<file path="src/rtl/cpu_pkg.sv">
// cpu_pkg: opcodes, bubble word and fetch states shared by the 16-bit core
package cpu_pkg;
  localparam logic [3:0] OP_LW = 4'h8;
  localparam logic [3:0] OP_SW = 4'h9;
  localparam logic [3:0] OP_LHB = 4'hA;
  localparam logic [3:0] OP_LLB = 4'hB;
  localparam logic [3:0] OP_HLT = 4'hF;
  localparam logic [15:0] NOP_INSTR = 16'h0000;
  typedef enum logic [1:0] {RUN = 2'd0, HLT_SEEN = 2'd1, HALTED = 2'd2} fetch_state_e;
endpackage

</file>
<file path="src/rtl/if_fetch_stage_pc_reg.sv">
// pc_reg: enabled register with asynchronous active-low reset to RST_VAL
module pc_reg #(
  parameter int W = 16,
  parameter logic [W-1:0] RST_VAL = '0
) (
  input  logic         clk,
  input  logic         rst,
  input  logic         en,
  input  logic [W-1:0] d,
  output logic [W-1:0] q
);
  always_ff @(posedge clk or negedge rst)
    if (!rst) q <= RST_VAL;
    else if (en) q <= d;
endmodule

</file>
<file path="src/rtl/if_fetch_stage.sv">
// if_fetch_stage: PC, instruction fetch and IF/ID register with stall, redirect and halt
module if_fetch_stage
  import cpu_pkg::*;
#(
  parameter int PC_W = 16,
  parameter int INSTR_W = 16,
  parameter logic [PC_W-1:0] RESET_PC = 16'h0000,
  parameter logic [INSTR_W-1:0] NOP_INSTR = cpu_pkg::NOP_INSTR
) (
  input  logic               clk,
  input  logic               rst,
  input  logic               stall,
  input  logic               hlt,
  input  logic               branch_taken,
  input  logic [PC_W-1:0]    branch_target,
  output logic [PC_W-1:0]    imem_addr,
  input  logic [INSTR_W-1:0] imem_data,
  output logic [INSTR_W-1:0] if_id_instr,
  output logic [PC_W-1:0]    if_id_pc_plus2,
  output logic               if_id_valid,
  output logic               halted
);
  localparam int IFID_W = INSTR_W + PC_W + 1;
  fetch_state_e state, state_n;
  logic [PC_W-1:0] pc, pc_d, pc_plus2;
  logic pc_en, ifid_en, is_hlt;
  logic [IFID_W-1:0] ifid_d, ifid_q;
  assign pc_plus2 = pc + PC_W'(2);
  assign is_hlt = imem_data[INSTR_W-1 -: 4] == OP_HLT;
  assign imem_addr = pc;
  assign {if_id_instr, if_id_pc_plus2, if_id_valid} = ifid_q;
  assign halted = state == HALTED;
  pc_reg #(.W(PC_W), .RST_VAL(RESET_PC)) u_pc (
    .clk(clk), .rst(rst), .en(pc_en), .d(pc_d), .q(pc)
  );
  pc_reg #(.W(IFID_W), .RST_VAL({NOP_INSTR, {PC_W{1'b0}}, 1'b0})) u_if_id (
    .clk(clk), .rst(rst), .en(ifid_en), .d(ifid_d), .q(ifid_q)
  );
  always_ff @(posedge clk or negedge rst)
    if (!rst) state <= RUN;
    else state <= state_n;
  // hlt outranks everything; a fetched HLT freezes PC until a redirect or the halt arrives
  always_comb begin
    state_n = state;
    pc_en = 1'b0;
    pc_d = branch_target;
    ifid_en = 1'b0;
    ifid_d = {NOP_INSTR, if_id_pc_plus2, 1'b0};
    if (hlt || state == HALTED) begin
      state_n = HALTED;
      ifid_en = 1'b1;
    end else if (!stall) begin
      ifid_en = 1'b1;
      if (branch_taken) begin
        pc_en = 1'b1;
        state_n = RUN;
      end else if (state == RUN) begin
        ifid_d = {imem_data, pc_plus2, 1'b1};
        pc_en = !is_hlt;
        pc_d = pc_plus2;
        state_n = is_hlt ? HLT_SEEN : RUN;
      end
    end
  end
endmodule

</file>
<file path="config.mk">
export PLATFORM = sky130hd
export DESIGN_NAME = if_fetch_stage
export DESIGN_NICKNAME = d
export VERILOG_FILES = /design/src/rtl/cpu_pkg.sv /design/src/rtl/if_fetch_stage_pc_reg.sv /design/src/rtl/if_fetch_stage.sv
export SDC_FILE = /design/constraint.sdc
export NUM_CORES = 1
export LEC_CHECK = 0
export ABC_AREA = 1
export BUFFER_PORTS_ARGS = -buffer_cell sky130_fd_sc_hd__buf_2
export CAP_MARGIN = 5
export CORE_AREA = 2 2 95 97
export CTS_CLUSTER_SIZE = 24
export DETAILED_ROUTE_END_ITERATION = 10
export DIE_AREA = 0 0 97 99
export PLACE_DENSITY = 0.58
export REMOVE_ABC_BUFFERS = 1
export SYNTH_ARGS = -nofsm -noshare
export SYNTH_HDL_FRONTEND = slang
export SYNTH_SLANG_ARGS = --single-unit
export TNS_END_PERCENT = 5
</file>
<file path="constraint.sdc">
create_clock -name clk -period 1.59 [get_ports clk]
set_input_delay 0.318 -clock clk [delete_from_list [all_inputs] [get_ports clk]]
set_output_delay 0.318 -clock clk [all_outputs]
set_load 0.1 [all_outputs]
</file>
==> metrics.cfg <==
[setup_path]
r2r_slack_ns = 0.14
cp_slowest_cell = buf_2
critical_path_class = reg2out
crit_path_end_kind = primary output
max_stage_delay_ns = 0.47
critical_path_required_ns = 1.27
r2r_cells = 8
rr_startpoint = u_pc.q[1]$_DFFE_PN0P_
r2r-end = u_pc.q[7]$_DFFE_PN0P_
worstSetupStartpointType = register
cp_top_family = buffers and inverters
arrival_ns = 1.24
path_max_fanout = 6
cp_cell_sequence = buf_2
worstPathBufferInverterCount = 1

[floorplanning]
initial_core_util_pct = 29.40
io_pins = 87
die_w_um = 97
coreArea_um2 = 8551
die_y_um = 99
core.rowCount = 34
die_area_um2 = 9603

[power]
vdd_drop_max_uv = 299.4
leakage_nw = 1.780
pwr_density_cell_nw_per_um2 = 672.2

[route]
antenna_left = 0
post_drt_wl_per_cell_um = 13.43
dr.pass1.iters = 4
drc = 0
via_per_inst = 4.532
dr.first_iter.drc_count = 124
via_count = 2257
routed_wl_um = 6689

[finish]
layout.nets = 427
diodes = 0
area_growth_pct = 26.98
mostFrequentLayoutCell = nand2_1
fin_cells = 498
drive_gt1_share_pct = 30.77
final_cell_mix = 106 x nand2_1, 82 x buf_2, 51 x dfrtp_1, 24 x nand3_1

[placement]
numPortBuffers = 86
dp_hpwl_um = 4964
placed_cells = 489
dp_slack_ns = 0.07748
gp_congestion = 0.8056

[min_path]
min_to = u_if_id.q[18]$_DFFE_PN0P_
min_path_cells = 2
holdCritStartpoint = imem_data[1]
min_path_type = in2reg

[global_route]
grt_usage_pct = 14.39
grt_pass1_vias = 2291
grt_pass1_wl_um = 11250
grt_max_degree = 52
grt_overflow_total = 0
grt_antenna_before_repair = 0

[timing]
rsz0062_at_grt = true
fin_skew_ns = 0.008641
setup_slack_ns = 0.03670
maxSlewViolCount = 0
tightest_slew_ns = 0.5043
fin_crit_ns = 1.553
relSlewSlack_pct = 66.61
max_clock_freq_mhz = 643.8
hold_violations = 0
fin_crit_sh_pct = 97.69
finalSetupViolations = 0

[synthesis]
avgSynthCellArea_um2 = 8.464
synth_cell_types = 27
post_synth_instance_area_um2 = 2514
synth.top_cell.area_share_pct = 50.77
synth_top_area_cell = dfrtp_1
yosysSeqAreaShare_pct = 50.77
synth_warnings = 0
synth.top_cells.by_area = dfrtp_1 51%, nand2_1 16%, a22o_1 5.6%, nand3_1 4.8%, nor2_1 3.4%
ys_seq_elements = 51
synthCells = 297

[cts]
cts_root_buffer = clkbuf_8
clock_path_buffers = 2
clk_latency_ns = 0.31
numCtsBuffers = 5
clk_pin_slew_worst_paths_ns = 0.10
cts_max_level = 2
cts_tree = yes
post_cts_buffers = 0
numClockSinks = 51

[job]
maxCapViolations = 0

[outcome]
status = complete, no violations

-- worst reg2reg max path: cells and delay by family (launching register included) --
kind,cells,cell delay (ns)
adders and majority gates,1,0.22
DFF,1,0.42
and+or+nand+nor,7,0.71
-- sequential cells by signal, indices dropped and copies added (netlist names) --
name / cells
u_if_id.q: 33
state: 2
u_pc.q: 16
-- through the flow --
| stage | total power [W] | setup TNS [ns] | hold slack [ns] | util, % | instance area (µm²) |
|---|---|---|---|---|---|
| 2_1_floorplan | 0.001339 | -8.534 | 0.02241 | - | 2427 |
| 3_3_place_gp | 0.001421 | 0 | 0.3293 | 35.94 | 3073 |
| 3_5_place_dp | 0.001423 | 0 | 0.3361 | 35.94 | 3073 |
| 4_1_cts | 0.002170 | 0 | 0.2104 | 37.05 | 3168 |
| 5_1_grt | 0.002251 | -0.05503 | 0.2056 | 37.33 | 3192 |
| 6_report | 0.002146 | 0 | 0.2163 | 37.33 | 3192 |
-- worst max-delay path by stage --
stage,start,cells past startpoint,end
after floorplan,u_pc.q[2]$_DFFE_PN0P_,8,u_pc.q[9]$_DFFE_PN0P_
after global placement,u_pc.q[1]$_DFFE_PN0P_,8,u_pc.q[7]$_DFFE_PN0P_
after detailed placement,u_pc.q[1]$_DFFE_PN0P_,8,u_pc.q[15]$_DFFE_PN0P_
after CTS,u_pc.q[5]$_DFFE_PN0P_,1,imem_addr[5]
after global routing,u_pc.q[13]$_DFFE_PN0P_,1,imem_addr[13]
final,u_pc.q[13]$_DFFE_PN0P_,1,imem_addr[13]
-- final cells by class --
| type | instances | area, µm² |
|---|---|---|
| Tap cell | 108 | 135.1 |
| Sequential cell | 51 | 1276 |
| Multi-Input combinational cell | 211 | 1061 |
| Clock buffer | 6 | 72.57 |
| Clock inverter | 2 | 12.51 |
| Inverter | 26 | 102.6 |
| Timing Repair Buffer | 94 | 531.8 |
| Fill cell | 909 | 5359 |
-- cell usage after synthesis --
cell type    n
nand2_1    107
dfrtp_1     51
nand3_1     24
nor2_1      23
inv_1       21
a22o_1      16
a21oi_1      8
o21ai_0      6
buf_6        5
nand4_1      5
buf_4        4
inv_2        3
o21ai_1      3
o21ai_2      3
inv_4        2
nand2_2      2
nand2_4      2
nor2_4       2
o21bai_1     2
a21o_1       1
ha_1         1
nand3_2      1
nand3b_1     1
nand3b_2     1
nor2_8       1
o31ai_1      1
xnor2_1      1
-- cells by family (layout without fill, tap and decap cells) --
| kind of cell | count (synthesis) | count (layout) | share of synthesized area (%) |
|---|---|---|---|
| and+or+nand+nor | 169 | 169 | 29.67 |
| DFF | 51 | 51 | 50.77 |
| AOI/OAI and AO/OA | 40 | 40 | 11.20 |
| buffers and inverters | 35 | 128 | 7.516 |
| adders and majority gates | 1 | 1 | 0.4977 |
| xor gates and xnor gates | 1 | 1 | 0.3485 |
-- power by group --
group	switching [W]	internal, W	total (W)
clock network	0.000441	0.000309	0.000750
logic	0.0000551	0.0000444	0.0000994
registers	0	0.00130	0.00130
-- routing by layer --
metal  vias to the layer above  GRT usage [%]  wire (µm)
met5                         -              0          0
met4                         0          5.092        136
met3                         9          3.262        281
met2                        48          23.50       3196
met1                      1056          18.87       3074
li1                       1144              -          -
-- repair_timing --
action | CTS | global route
resized for setup | 0 | 8
hold buffers | 1 | 0
setup endpoints to repair | 0 | 12
hold endpoints to repair | 18 | 0
(Power assumes the default switching activity.)
